## config.mk

```make
export PLATFORM = sky130hd
export DESIGN_NAME = pixel_fifo_writer_flat
export DESIGN_NICKNAME = d
export VERILOG_FILES = /design/src/rtl/pixel_fifo_writer_if.sv /design/src/rtl/pixel_fifo_writer.sv /design/src/flat_wrapper.sv
export SDC_FILE = /design/constraint.sdc
export NUM_CORES = 1
export LEC_CHECK = 0
export ABC_CLOCK_PERIOD_IN_PS = 2300
export BUFFER_PORTS_ARGS = -buffer_cell sky130_fd_sc_hd__buf_4
export CAP_MARGIN = 30
export CORE_ASPECT_RATIO = 0.9
export CORE_MARGIN = 2
export CORE_UTILIZATION = 49
export CTS_BUF_LIST = sky130_fd_sc_hd__clkbuf_16
export DETAILED_ROUTE_END_ITERATION = 6
export PLACE_DENSITY = 0.74
export SLEW_MARGIN = 15
export SYNTH_ARGS = -nofsm -noshare
export SYNTH_HDL_FRONTEND = slang
export SYNTH_SLANG_ARGS = --single-unit
```

## constraint.sdc

```tcl
create_clock -name wr_clk -period 2.3 [get_ports wr_clk]
set_clock_uncertainty 0.15 [all_clocks]
set_input_delay 0.23 -clock wr_clk [delete_from_list [all_inputs] [get_ports wr_clk]]
set_output_delay 0.23 -clock wr_clk [all_outputs]
set_load 0.02 [all_outputs]
```

## src/rtl/pixel_fifo_writer_if.sv

```systemverilog
// Pixel stream input and async-FIFO write port of the pixel FIFO writer.
interface pixel_fifo_writer_if #(
    parameter int unsigned DATA_WIDTH = 8
);
    logic                  in_valid;
    logic [DATA_WIDTH-1:0] in_data;
    logic                  in_ready;
    logic                  fifo_full;
    logic                  fifo_wr_en;
    logic [DATA_WIDTH+1:0] fifo_wr_data;

    // Environment side: drives pixels and the FIFO full flag.
    modport master (
        output in_valid,
        output in_data,
        output fifo_full,
        input  in_ready,
        input  fifo_wr_en,
        input  fifo_wr_data
    );

    // Writer side: consumes pixels, writes tagged words into the FIFO.
    modport slave (
        input  in_valid,
        input  in_data,
        input  fifo_full,
        output in_ready,
        output fifo_wr_en,
        output fifo_wr_data
    );
endinterface

```

## src/rtl/pixel_fifo_writer.sv

```systemverilog
// Write-side producer for the pixel CDC FIFO: tracks raster position, tags
// {sof, eol, pixel} and writes through a 2-entry skid buffer so in_ready stays
// registered and independent of fifo_full.
module pixel_fifo_writer #(
    parameter int unsigned DATA_WIDTH = 8,
    parameter int unsigned IMG_WIDTH  = 32,
    parameter int unsigned IMG_HEIGHT = 32,
    parameter int unsigned X_W        = 5,
    parameter int unsigned Y_W        = 5
) (
    input  logic                wr_clk,
    input  logic                wr_rst_n,
    input  logic                enable,
    pixel_fifo_writer_if.slave  bus,
    output logic                frame_done,
    output logic [15:0]         frame_cnt,
    output logic                busy
);

    localparam int unsigned WORD_W = DATA_WIDTH + 2;

    typedef enum logic [1:0] {
        IDLE   = 2'd0,
        ACTIVE = 2'd1,
        DRAIN  = 2'd2
    } state_t;

    state_t              state;
    state_t              state_nxt;
    logic [X_W-1:0]      x_q;
    logic [Y_W-1:0]      y_q;
    logic                head_valid;
    logic                skid_valid;
    logic                head_valid_nxt;
    logic                skid_valid_nxt;
    logic [WORD_W-1:0]   head_q;
    logic [WORD_W-1:0]   skid_q;
    logic                accept;
    logic                wr;
    logic                x_last;
    logic                y_last;
    logic                frame_last;
    logic                sof;
    logic                eol;
    logic [WORD_W-1:0]   word_c;

    assign accept     = bus.in_valid && bus.in_ready;
    assign wr         = head_valid && !bus.fifo_full;
    assign x_last     = (x_q == X_W'(IMG_WIDTH - 1));
    assign y_last     = (y_q == Y_W'(IMG_HEIGHT - 1));
    assign frame_last = x_last && y_last;
    assign sof        = (x_q == '0) && (y_q == '0);
    assign eol        = x_last;
    assign word_c     = {sof, eol, bus.in_data};

    // The FIFO sees the head entry directly; a write happens whenever it is valid and not full.
    assign bus.fifo_wr_en   = wr;
    assign bus.fifo_wr_data = head_q;

    // State register.
    always_ff @(posedge wr_clk or negedge wr_rst_n) begin
        if (!wr_rst_n) state <= IDLE;
        else           state <= state_nxt;
    end

    // Next state: enable only matters at a frame boundary; DRAIN waits for an empty buffer.
    always_comb begin
        state_nxt = state;
        case (state)
            IDLE:    if (enable) state_nxt = ACTIVE;
            ACTIVE:  if (accept && frame_last && !enable) state_nxt = DRAIN;
            DRAIN:   if (!head_valid && !skid_valid) state_nxt = IDLE;
            default: state_nxt = IDLE;
        endcase
    end

    // Buffer occupancy: a write frees head (refilled from skid or the new pixel), else an accept fills the first free slot.
    always_comb begin
        head_valid_nxt = head_valid;
        skid_valid_nxt = skid_valid;
        if (wr) begin
            if (skid_valid) begin
                head_valid_nxt = 1'b1;
                skid_valid_nxt = accept;
            end else begin
                head_valid_nxt = accept;
            end
        end else if (accept) begin
            if (!head_valid) head_valid_nxt = 1'b1;
            else             skid_valid_nxt = 1'b1;
        end
    end

    // Buffer storage, kept in acceptance order.
    always_ff @(posedge wr_clk or negedge wr_rst_n) begin
        if (!wr_rst_n) begin
            head_valid <= 1'b0;
            skid_valid <= 1'b0;
            head_q     <= '0;
            skid_q     <= '0;
        end else begin
            head_valid <= head_valid_nxt;
            skid_valid <= skid_valid_nxt;
            if (wr) begin
                if (skid_valid) begin
                    head_q <= skid_q;
                    if (accept) skid_q <= word_c;
                end else if (accept) begin
                    head_q <= word_c;
                end
            end else if (accept) begin
                if (!head_valid) head_q <= word_c;
                else             skid_q <= word_c;
            end
        end
    end

    // Raster position and frame accounting.
    always_ff @(posedge wr_clk or negedge wr_rst_n) begin
        if (!wr_rst_n) begin
            x_q        <= '0;
            y_q        <= '0;
            frame_done <= 1'b0;
            frame_cnt  <= '0;
        end else begin
            frame_done <= accept && frame_last;
            if (accept) begin
                if (x_last) begin
                    x_q <= '0;
                    y_q <= y_last ? '0 : y_q + Y_W'(1);
                end else begin
                    x_q <= x_q + X_W'(1);
                end
                if (frame_last) frame_cnt <= frame_cnt + 16'd1;
            end
        end
    end

    // Registered handshake and status: ready only while framing with a free skid slot.
    always_ff @(posedge wr_clk or negedge wr_rst_n) begin
        if (!wr_rst_n) begin
            bus.in_ready <= 1'b0;
            busy         <= 1'b0;
        end else begin
            bus.in_ready <= (state_nxt == ACTIVE) && !skid_valid_nxt;
            busy         <= (state_nxt != IDLE);
        end
    end

endmodule

```

## src/flat_wrapper.sv

```systemverilog
// flat-port wrapper written by rule: the top's interface ports become plain ports
module pixel_fifo_writer_flat 
#(
    parameter int unsigned DATA_WIDTH = 8,
    parameter int unsigned IMG_WIDTH  = 32,
    parameter int unsigned IMG_HEIGHT = 32,
    parameter int unsigned X_W        = 5,
    parameter int unsigned Y_W        = 5
)
  (wr_clk, wr_rst_n, enable, frame_done, frame_cnt, busy, bus_in_valid, bus_in_data, bus_fifo_full, bus_in_ready, bus_fifo_wr_en, bus_fifo_wr_data);
  pixel_fifo_writer_if #(.DATA_WIDTH(DATA_WIDTH)) bus_i ();
  input  logic wr_clk;
  input  logic wr_rst_n;
  input  logic enable;
  output logic frame_done;
  output logic [15:0] frame_cnt;
  output logic busy;
  input wire logic [$bits(bus_i.in_valid)-1:0] bus_in_valid;
  input wire logic [$bits(bus_i.in_data)-1:0] bus_in_data;
  input wire logic [$bits(bus_i.fifo_full)-1:0] bus_fifo_full;
  output wire logic [$bits(bus_i.in_ready)-1:0] bus_in_ready;
  output wire logic [$bits(bus_i.fifo_wr_en)-1:0] bus_fifo_wr_en;
  output wire logic [$bits(bus_i.fifo_wr_data)-1:0] bus_fifo_wr_data;
  assign bus_i.in_valid = bus_in_valid;
  assign bus_i.in_data = bus_in_data;
  assign bus_i.fifo_full = bus_fifo_full;
  assign bus_in_ready = bus_i.in_ready;
  assign bus_fifo_wr_en = bus_i.fifo_wr_en;
  assign bus_fifo_wr_data = bus_i.fifo_wr_data;
  pixel_fifo_writer #(.DATA_WIDTH(DATA_WIDTH), .IMG_WIDTH(IMG_WIDTH), .IMG_HEIGHT(IMG_HEIGHT), .X_W(X_W), .Y_W(Y_W)) u_core (.wr_clk(wr_clk), .wr_rst_n(wr_rst_n), .enable(enable), .bus(bus_i), .frame_done(frame_done), .frame_cnt(frame_cnt), .busy(busy));
endmodule
```

### Word level (Yosys, flattened, before mapping)

Index checks and enable logic that the tools add are counted.

| cells by class | value |
|---|---|
| shift-type cells | 0 |
| divide/modulo/power cells | 0 |
| mux-type cells | 22 |
| $lt $le $gt $ge | 0 |
| bitwise logic cells | 0 |
| reduce and logical (&&, ||, !) cells | 24 |
| $mul | 0 |
| equal/unequal tests | 8 |
| add/sub/neg operators | 3 |

Operators with widths:

| operator | number |
|---|---|
| $mux W10 | 9 |
| $add A16 B1 Y16 const B | 1 |
| $add A5 B1 Y5 const B | 2 |
| $eq A5 B5 Y1 const B | 2 |
| $logic_not A5 Y1 | 2 |
| $mux W5 | 2 |
| $logic_and A1 B1 Y1 | 8 |
| $reduce_bool A2 Y1 | 4 |
| $mux W1 | 7 |
| $mux W2 | 3 |
| $pmux W2 S3 | 1 |
| $logic_not A1 Y1 | 5 |
| $eq A2 B1 Y1 const B | 2 |
| $ne A2 B2 Y1 const B | 2 |
| $reduce_and A2 Y1 | 2 |
| $reduce_and A4 Y1 | 1 |
| $reduce_and A3 Y1 | 1 |
| $eq A2 B2 Y1 const B | 1 |
| $logic_not A2 Y1 | 1 |
| $ne A2 B1 Y1 const B | 1 |

| storage, ports and cells | value |
|---|---|
| RAM bits | 0 |
| bits in latches | 0 |
| memory bits (read-only) | 0 |
| register bits after elaboration | 53 |
| memories kept | 0 |

### Longest topological paths before layout

Gate-level depths: netlist of the first run.

| depth | value |
|---|---|
| word-level depth | 8 |
| depth in mapped cells | 8 |
| gate-level depth less buffers | 7 |

### Least setup slack after synthesis of the first run

OpenSTA, ideal clock, no wires.

| timing path | value |
|---|---|
| path kind | flip-flop to flip-flop |
| start | register u_core.x_q[1] |
| end | register u_core.frame_cnt[15] |
| period minus slack after synthesis | 2268 ps |
| setup time | 79 ps |
| required time | 2071 ps |
| slack | 32 ps |
| arrival time | 2039 ps |
| stages on the path, launching flop included | 9 |
| cell sequence | dfrtp_1 -> ha_1 -> and3_1 -> ha_1 -> nand3_2 -> or4_4 -> buf_6 -> nor3_4 -> xor2_1 |

| on the way | value |
|---|---|
| longest elaborated chain between the ends | 3 |

Ends and longest elaborated chain:

| element | RTL line | source |
|---|---|---|
| start, declared | pixel_fifo_writer.sv:30 | `logic [X_W-1:0] x_q;` |
| start signal, assigned | pixel_fifo_writer.sv:132 | `x_q <= x_q + X_W'(1);` |
| $eq A5 B5 Y1 | pixel_fifo_writer.sv:49 | `assign x_last = (x_q == X_W'(IMG_WIDTH - 1));` |
| via u_core.eol | pixel_fifo_writer.sv:44 | `logic eol;` |
| $logic_and A1 B1 Y1 | pixel_fifo_writer.sv:51 | `assign frame_last = x_last && y_last;` |
| $reduce_and A2 Y1 (no line) | - |  |
| end signal, assigned | pixel_fifo_writer.sv:134 | `if (frame_last) frame_cnt <= frame_cnt + 16'd1;` |
| end, declared | pixel_fifo_writer.sv:16 | `output logic [15:0] frame_cnt,` |

The timed path passes the listed nets, and every way through them passes these cells.
A chain may end at the register's enable or synchronous reset.

### Worst setup path after layout of the first run

| timing path | value |
|---|---|
| start | register u_core.x_q[1] |
| end | register u_core.frame_cnt[5] |

Same word-level chain as after synthesis.

==> impl_metrics.toml, run 1 <==
[timing]
max-slew-margin-rel = 0.5632
finalCritPeriodShare = 0.9315
timing_worst_slew_pin_value_ns = 0.6552
timing.fmax_ghz = 0.4667
hold_viol = 0
report.final.slew_viol_count = 0
rsz0062_at_grt = "true"
setup_viol = 0
min_period_ns = 2.143

[logic_synthesis]
yosysWarningCount = 0
postSynthRegisterBits = 53
synth_cells = 217
post-synth-top-area-cell = "dfrtp_1"
synthesis.area_per_instance_um2 = 10.97
count_of_unique_library_cells_instantiated_by_yosys = 31
postSynthNetCount = 237
synth_top_cells_by_area = "dfrtp_1, mux2_2, nand2_1"
yosys.area.top_type_share = 0.5570
synth.cell_area_um2 = 2381
synth-seq-area-share = 0.5570

[pwr]
peakVddDrop_mv = 0.2920
p_per_area_nw_per_um2 = 614.9
p_leak_nw = 1.597

[layout]
antenna_cells = 0
final_core_util = 0.6226
layout_commonest_cell = "dfrtp_1"
multiInputGateArea_um2 = 994.7
final-instance-count-excl-fill = 334
final-seq-area_um2 = 1326
area_growth_pct = 24.86
fill_cells = 392
drive_above_1_share = 0.2751
nets = 288
layout.cells.most_common_list = "dfrtp_1, buf_4, nand2_1"

[clocking]
postCtsSetupBuffers = 0
cts_tree = "yes"
ctsRootBufferMaster = "clkbuf_16"
cts.path.max_buffers = 2
clkSinkCount = 53
clkTransAtPathRegs_ns = 0.07
cts-buffers-inserted = 5
h-tree-depth = 2
worstSkewPairLatency_ns = 0.29

[global_route]
global_route.usage.total = 0.1749
use_met2 = 0.2773
antenna_found_initial = 0
grt_busiest_layer = "met2"
grt_pass1_wl_um = 7610
overflow = 0
grt.met1_usage = 0.2334
groute.layer.met3.usage = 0.04134
vias_in_the_first_global_route = 1686
maximum_number_of_pins_on_one_net_before_global_route_repair = 54

[critical_path]
worst_path_dominant_cell_family = "simple AND/OR/NAND/NOR gates"
start_kind = "flip-flop"
worstPathMaxFanout = 7
timing.critical_path.mode_cell = "and3_1"
critical_path.slowest_cell = "dfrtp_1"
setup.worst_path.class = "reg -> reg"
cp_cell_sequence = "ha_2 -> and3_1 -> ha_1 -> buf_4 -> and3_1 -> nand3_1 -> nor3_1 -> xor2_1"
worstPathRequired_ns = 2.36
cp.buffers_inverters = 1
crit_path_end_kind = "flip-flop"
cp_data_arrival_time_ns = 2.20
rrSetupSlack_ns = 0.16
longest_individual_stage_delay_on_the_worst_path_ns = 0.39

[hold_path]
hp-class = "in -> reg"

[route]
viasPerCell = 5.156
dr_total_vias = 1722
post_drt_antenna_nets = 0
wirelength_um = 4378
avgRoutedWirePerCell_um = 13.11
drt-initial-drc-count = 97
post-route-drc-count = 0
drt-pass1-iter-count = 4

[floorplan]
design.portCount = 43
overall_die_area_um2 = 5434
coreArea_um2 = 4775
initial_utilization = 0.4987
die_w_um = 77.48
num_rows = 24
floorplan.die.height_um = 70.13

[outcome]
status = "finished, final reports clean"

[placement]
io_buf_count = 42
dpl.hpwl_um = 3105
dp_cell_count = 325
routabilityCongestion = 0.8098

[job]
timing.max_cap.violations = 0
[logic make-up after synthesis]
| family | Yosys count | synth area share |
|---|---|---|
| compound gates | 29 | 0.06359 |
| flops | 53 | 0.5570 |
| mux | 22 | 0.09932 |
| buf+inv | 14 | 0.02627 |
| xor+xnor | 15 | 0.05518 |
| fa+ha+maj | 7 | 0.03678 |
| simple gates | 77 | 0.1619 |
[metal layers]
| metal | wire length, um | part of all wire |
|---|---|---|
| met1 | 2048 | 0.47 |
| met2 | 2066 | 0.47 |
| met3 | 187 | 0.043 |
| met4 | 75 | 0.017 |
| met5 | 0 | 0 |
[what timing repair did]
item | 4_1_cts | 5_1_grt
hold endpoints to repair | 53 | 0
gates resized for setup | 0 | 1
endpoints found under the setup margin | 0 | 4
hold buffers | 1 | 0
[per-stage QoR]
step | hold WS [ns] | total power, W | setup slack (ns) | cell area [um^2] | setup TNS [ns]
after floorplan | -0.2156 | 0.0009786 | 0.03160 | 2381 | 0
after detailed placement | 0.1624 | 0.001030 | 0.1613 | 2798 | 0
final | 0.02933 | 0.001828 | 0.1574 | 2973 | 0
after CTS | 0.02292 | 0.001854 | 0.1423 | 2970 | 0
after global routing | 0.02708 | 0.001892 | -0.01917 | 2973 | -0.02727
after global placement | 0.1550 | 0.001028 | 0.2081 | 2798 | 0
[path summary, 6_finish.rpt]
check	from	to	depth (start not counted)
setup / recovery	u_core.x_q[1]	u_core.frame_cnt[5]	8
hold / removal	bus_in_data[6]	u_core.skid_q[6]	2
hold reg to reg	u_core.bus.fifo_wr_data[6]	u_core.bus.fifo_wr_data[6]	2
min in group asynchronous	wr_rst_n	u_core.frame_cnt[12]	2
setup reg to reg	u_core.x_q[1]	u_core.frame_cnt[5]	8
max in group asynchronous	wr_rst_n	u_core.frame_cnt[6]	2
[area by class of cell]
cell class / instances / area share
clock buffer: 5 / 0.04209
timing repair buffer: 50 / 0.1271
clock inverter: 3 / 0.01263
multi-input combinational: 150 / 0.3346
inverter: 8 / 0.01010
sequential: 53 / 0.4461
tap: 65 / 0.02736
[registers in the layout, indices dropped and copies added (netlist names)]
name / cells
u_core.skid_q: 10
u_core.busy: 1
u_core.bus.fifo_wr_data: 10
u_core.frame_done: 1
u_core.bus.in_ready: 1
u_core.head_valid: 1
u_core.x_q: 5
u_core.y_q: 5
u_core.skid_valid: 1
u_core.state: 2
u_core.frame_cnt: 16
[synthesized netlist by cell type]
master and count:
nor3_2 1, nor2b_1 1, mux2i_1 9, nor3_1 6, buf_2 2, inv_1 8
clkbuf_1 3, buf_6 1, nand4_1 3, ha_1 7, nand2_1 34, mux2_2 13
xor2_1 7, or3_1 1, nand3_2 1, nor3_4 1, nor4_1 1, a22o_1 1
and3_1 6, o22ai_1 1, nor4b_1 2, or4_4 1, nand3_1 5, a21oi_1 5
xnor2_1 8, dfrtp_1 53, a31oi_1 1, o21ai_0 21, nand3b_1 2, or2_2 1
nor2_1 11
[power breakdown]
group	internal, W	switching (W)	total (W)	leakage [nW]
sequential	0.000939	0.00000334	0.000942	0.686
combinational	0.0000285	0.0000401	0.0000687	0.829
clock	0.000506	0.000311	0.000817	0.0826
[worst reg2reg max path, delay by kind of cell, from the launching register on]
kind	cells	cell delay (ns)
and+or+nand+nor	4	0.81
DFF	1	0.39
xor gates and xnor gates	1	0.18
buffers and inverters	1	0.16
adders and majority gates	2	0.38
Power figures use the tool's default switching activity.
==> run 2: changes to the inputs <==
- CORE_UTILIZATION: 49 -> 30
- PLACE_DENSITY: 0.74 -> default
==> run 2 against run 1 <==
  * Worst hold slack hardly changed
  * Combinational power rose by 1%
  * Core utilization down 23 points
  * Largest cell class unchanged
  * Highest routed layer unchanged
==> impl_metrics.toml, run 2 (synthesized netlist as in run 1, its figures left out) <==
[floorplan]
design.portCount = 43
die_w_um = 97.91
coreArea_um2 = 7620
initial_utilization = 0.3125
overall_die_area_um2 = 8666
num_rows = 30
floorplan.die.height_um = 88.52

[global_route]
maximum_number_of_pins_on_one_net_before_global_route_repair = 54
antenna_found_initial = 0
vias_in_the_first_global_route = 1659
global_route.usage.total = 0.1103
overflow = 0
grt_pass1_wl_um = 7748

[critical_path]
crit_start = "u_core.y_q[0]"
critical_path.slowest_cell = "or4_4"
crit_path_end_kind = "flip-flop"
start_kind = "flip-flop"
rrSetupSlack_ns = 0.18
worstRegToRegCells = 7
timing.critical_path.mode_cell = "ha_1"
worstPathRequired_ns = 2.36
worstSetupEndpoint = "u_core.frame_cnt[15]"
longest_individual_stage_delay_on_the_worst_path_ns = 0.56
worstPathMaxFanout = 5
cp_cell_sequence = "ha_1 -> and3_1 -> ha_1 -> nand3_1 -> or4_4 -> nor3_4 -> xor2_1"
reg2reg_to = "u_core.frame_cnt[15]"
setup.worst_path.class = "reg -> reg"
worstReg2RegStart = "u_core.y_q[0]"
cp_data_arrival_time_ns = 2.19

[timing]
timing.fmax_ghz = 0.4712
max-slew-margin-rel = 0.5473
finalCritPeriodShare = 0.9226
hold_viol = 0
report.final.slew_viol_count = 0
fin_tns_setup_ns = 0
rsz0062_at_grt = "false"
min_period_ns = 2.122
setup_viol = 0
timing_worst_slew_pin_value_ns = 0.6790

[clocking]
cts-buffers-inserted = 5
worstSkewPairLatency_ns = 0.29
clkSinkCount = 53
clkTransAtPathRegs_ns = 0.07
cts.path.max_buffers = 2
h-tree-depth = 2
ctsRootBufferMaster = "clkbuf_16"
cts_tree = "yes"
postCtsSetupBuffers = 0

[layout]
final_core_util = 0.3936
nets = 287
flip_flop_count_of_the_largest_register_all_copies_and_words_added = 16
layout.cells.most_common_list = "dfrtp_1, buf_4, nand2_1"
drive_above_1_share = 0.2799
antenna_cells = 0
largest_register = "u_core.frame_cnt"
layout_commonest_cell = "dfrtp_1"
fill_cells = 738
area_growth_pct = 25.96

[placement]
io_buf_count = 42
routabilityCongestion = 0.7622
dpl.hpwl_um = 3207

[route]
drt-pass1-iter-count = 4
post-route-drc-count = 0
dr_total_vias = 1665
post_drt_antenna_nets = 0
viasPerCell = 4.574
avgRoutedWirePerCell_um = 12.49
drt-initial-drc-count = 75
wirelength_um = 4546

[pwr]
p_per_area_nw_per_um2 = 596.4
p_leak_nw = 1.588
peakVddDrop_mv = 0.4482

[job]
timing.max_cap.violations = 0

[hold_path]
hp-class = "in -> reg"

[outcome]
status = "finished, final reports clean"
[run 2: cell types whose count changed in the layout (fill, tap and decap cells not counted)]
| cell | before | now |
|---|---|---|
| buf_4 | 49 | 48 |
| bufinv_16 | 1 | 0 |
| clkinv_1 | 1 | 0 |
| clkinv_4 | 0 | 1 |
| ha_1 | 6 | 7 |
| ha_2 | 1 | 0 |
| inv_1 | 9 | 8 |
| inv_6 | 0 | 1 |
| inv_8 | 0 | 1 |
| nor4_1 | 1 | 0 |
| nor4_2 | 0 | 1 |
[run 2: what timing repair did]
item                                    4_1_cts  5_1_grt
hold endpoints to repair                     53        0
hold buffers                                  1        0
resized for setup                             0        1
endpoints found under the setup margin        0        3
[run 2: how the worst min path moves through the flow]
stage	to	start	slack [ns]	cells after the start
2_1_floorplan	u_core.bus.fifo_wr_data[0]	wr_rst_n	-0.22	0
3_3_place_gp	u_core.bus.fifo_wr_data[7]	wr_rst_n	0.17	1
3_5_place_dp	u_core.bus.fifo_wr_data[3]	wr_rst_n	0.17	1
4_1_cts	u_core.skid_q[3]	bus_in_data[3]	0.02	2
5_1_grt	u_core.skid_q[3]	bus_in_data[3]	0.03	2
6_report	u_core.skid_q[3]	bus_in_data[3]	0.03	2
[run 2: critical path: cells and delay by family (launching register included)]
family                     cells  cell delay [ns]
DFF                            1             0.39
xor gates and xnor gates       1             0.15
and+or+nand+nor                4             1.02
adders and majority gates      2             0.34
[run 2: stage by stage]
step	hold WS (ns)	power, W	cell area (um^2)	setup WS [ns]	instances
global route	0.02639	0.001863	2999	0.006833	364
detailed placement	0.1719	0.001032	2829	0.1617	355
CTS	0.02314	0.001823	2993	0.1253	364
finish	0.02931	0.001789	2999	0.1779	364
global placement	0.1743	0.001031	2829	0.2065	355
floorplan	-0.2156	0.0009786	2381	0.03160	217
[run 2: area by class of cell]
cell class | instances | area [um^2] | area share
sequential | 53 | 1326 | 0.4422
timing repair buffer | 49 | 370.4 | 0.1235
clock inverter | 3 | 28.78 | 0.009595
inverter | 8 | 30.03 | 0.01001
tap | 96 | 120.1 | 0.04005
clock buffer | 5 | 125.1 | 0.04172
multi-input combinational | 150 | 998.5 | 0.3329
[run 2: power breakdown]
part	internal (W)	leakage (nW)	switching (W)
registers	0.000938	0.686	0.00000366
logic	0.0000285	0.826	0.0000409
clock network	0.000418	0.0763	0.000360
total	0.00138	1.59	0.000405
[run 2: metal layers]
layer,vias to the layer above,track usage,share of wire
met5,-,0,0
met4,0,0.02273,0.0053
met3,2,0.02923,0.046
met2,25,0.1856,0.45
met1,793,0.1456,0.49
li1,845,-,-
==> run 3: changes to the inputs <==
- REMOVE_ABC_BUFFERS: default -> 1
==> run 3 against run 2 <==
  * Die area unchanged
  * Cell area is 1.1% higher
  * First-iteration DRC count up 32%
  * Sequential share of layout area decreased by 0.47 points
  * Worst hold slack better by 0.0062 ns
  * Fmax decreased by 2.8%
  * Core utilization rose by 0.43 points
  * Sequential power is essentially flat
  * Largest power group unchanged
==> impl_metrics.toml, run 3 (synthesized netlist as in run 1, its figures left out) <==
[global_route]
grt_pass1_wl_um = 8024
overflow = 0
global_route.usage.total = 0.1162
antenna_found_initial = 0
maximum_number_of_pins_on_one_net_before_global_route_repair = 54
vias_in_the_first_global_route = 1769

[layout]
nets = 287
layout.cells.most_common_list = "dfrtp_1, buf_4, nand2_1"
final-seq-area_um2 = 1326
fill_cells = 745
layout_commonest_cell = "dfrtp_1"
final_core_util = 0.3979
drive_above_1_share = 0.2948
flip_flop_count_of_the_largest_register_all_copies_and_words_added = 16
antenna_cells = 0
multiInputGateArea_um2 = 1018
area_growth_pct = 27.33
largest_register = "u_core.frame_cnt"

[critical_path]
crit_path_end_kind = "flip-flop"
critical_path.slowest_cell = "or4_4"
timing.critical_path.mode_cell = "ha_2"
worstPathMaxFanout = 5
worstPathRequired_ns = 2.36
longest_individual_stage_delay_on_the_worst_path_ns = 0.58
cp_cell_sequence = "ha_2 -> and3_1 -> ha_2 -> nand3_2 -> or4_4 -> nor3_4 -> xor2_1"
setup.worst_path.class = "reg -> reg"
cp_data_arrival_time_ns = 2.24
start_kind = "flip-flop"

[floorplan]
num_rows = 30
die_w_um = 97.91
overall_die_area_um2 = 8666
coreArea_um2 = 7620
floorplan.die.height_um = 88.52
design.portCount = 43
initial_utilization = 0.3125

[clocking]
cts.path.max_buffers = 2
clkTransAtPathRegs_ns = 0.07
postCtsSetupBuffers = 0
h-tree-depth = 2
cts-buffers-inserted = 5
worstSkewPairLatency_ns = 0.29
clkSinkCount = 53
cts_tree = "yes"
ctsRootBufferMaster = "clkbuf_16"

[route]
drt-pass1-iter-count = 5
drt-initial-drc-count = 99
wirelength_um = 4588
post_drt_antenna_nets = 0
dr_total_vias = 1681
avgRoutedWirePerCell_um = 12.60
viasPerCell = 4.618
post-route-drc-count = 0

[hold_path]
hp-class = "in -> reg"

[timing]
min_period_ns = 2.183
rsz0062_at_grt = "false"
hold_viol = 0
finalCritPeriodShare = 0.9493
report.final.slew_viol_count = 0
fin_tns_setup_ns = 0
max-slew-margin-rel = 0.5590
timing.fmax_ghz = 0.4580
setup_viol = 0
timing_worst_slew_pin_value_ns = 0.6615

[pwr]
p_per_area_nw_per_um2 = 609.5
p_leak_nw = 1.585
peakVddDrop_mv = 0.2957

[job]
timing.max_cap.violations = 0

[placement]
dpl.hpwl_um = 3251
io_buf_count = 42
routabilityCongestion = 0.7702

[outcome]
status = "finished, final reports clean"
## run 3: cell types whose count changed in the layout (fill, tap and decap cells not counted), sizes merged
cell and delta:
clkinvlp +1, bufinv +1, inv -2
## run 3: layout make-up
class                           instances  share of cell area
Tap cell                               96             0.03962
Timing Repair Buffer                   49              0.1222
Sequential cell                        53              0.4375
Inverter                                8            0.009905
Clock inverter                          3             0.01362
Multi-Input combinational cell        150              0.3359
Clock buffer                            5             0.04127
## run 3: power breakdown
part / switching [W] / internal, W / leakage, nW
logic: 0.0000404 / 0.0000285 / 0.822
clock network: 0.000327 / 0.000510 / 0.0775
registers: 0.00000349 / 0.000939 / 0.686
total: 0.000371 / 0.00148 / 1.58
## run 3: per-stage QoR
step | area, um^2 | power [W] | setup slack [ns] | instances | hold slack [ns]
floorplan | 2349 | 0.0009786 | 0.09170 | 211 | -0.2156
global placement | 2829 | 0.001030 | 0.2086 | 355 | 0.1732
detailed placement | 2829 | 0.001031 | 0.1318 | 355 | 0.1721
CTS | 3005 | 0.001878 | 0.09722 | 364 | 0.03181
global route | 3032 | 0.001921 | 0.005376 | 364 | 0.03782
finish | 3032 | 0.001848 | 0.1165 | 364 | 0.03551
## run 3: path summary, 6_finish.rpt
| path | start | endpoint | slack [ns] | depth (start not counted) |
|---|---|---|---|---|
| worst max-delay path | u_core.x_q[1] | u_core.frame_cnt[15] | 0.12 | 7 |
| worst min-delay path | bus_in_data[1] | u_core.skid_q[1] | 0.04 | 2 |
| worst max register to register | u_core.x_q[1] | u_core.frame_cnt[15] | 0.12 | 7 |
| worst min register to register | u_core.bus.fifo_wr_data[3] | u_core.bus.fifo_wr_data[3] | 0.33 | 2 |
| max in group asynchronous | wr_rst_n | u_core.x_q[2] | 1.19 | 2 |
| min in group asynchronous | wr_rst_n | u_core.skid_q[4] | 0.37 | 2 |
## run 3: worst max-delay path, delay by kind of cell (launching register included)
kind | cells | cell delay (ns)
DFF | 1 | 0.39
and+or+nand+nor | 4 | 1.02
adders and majority gates | 2 | 0.39
xor gates and xnor gates | 1 | 0.16
## run 3: what timing repair did
action                                  4_1_cts  5_1_grt
hold buffers                                  1        0
gates resized for setup                       0        6
endpoints found under the hold margin        53        0
endpoints found under the setup margin        0        6
## run 3: per-layer routing
| metal | vias to the layer above | track usage | wire, um |
|---|---|---|---|
| met4 | 0 | 0.02904 | 20 |
| met1 | 796 | 0.1519 | 2233 |
| met5 | - | 0 | 0 |
| met2 | 39 | 0.1831 | 2052 |
| li1 | 844 | - | - |
| met3 | 2 | 0.04581 | 282 |
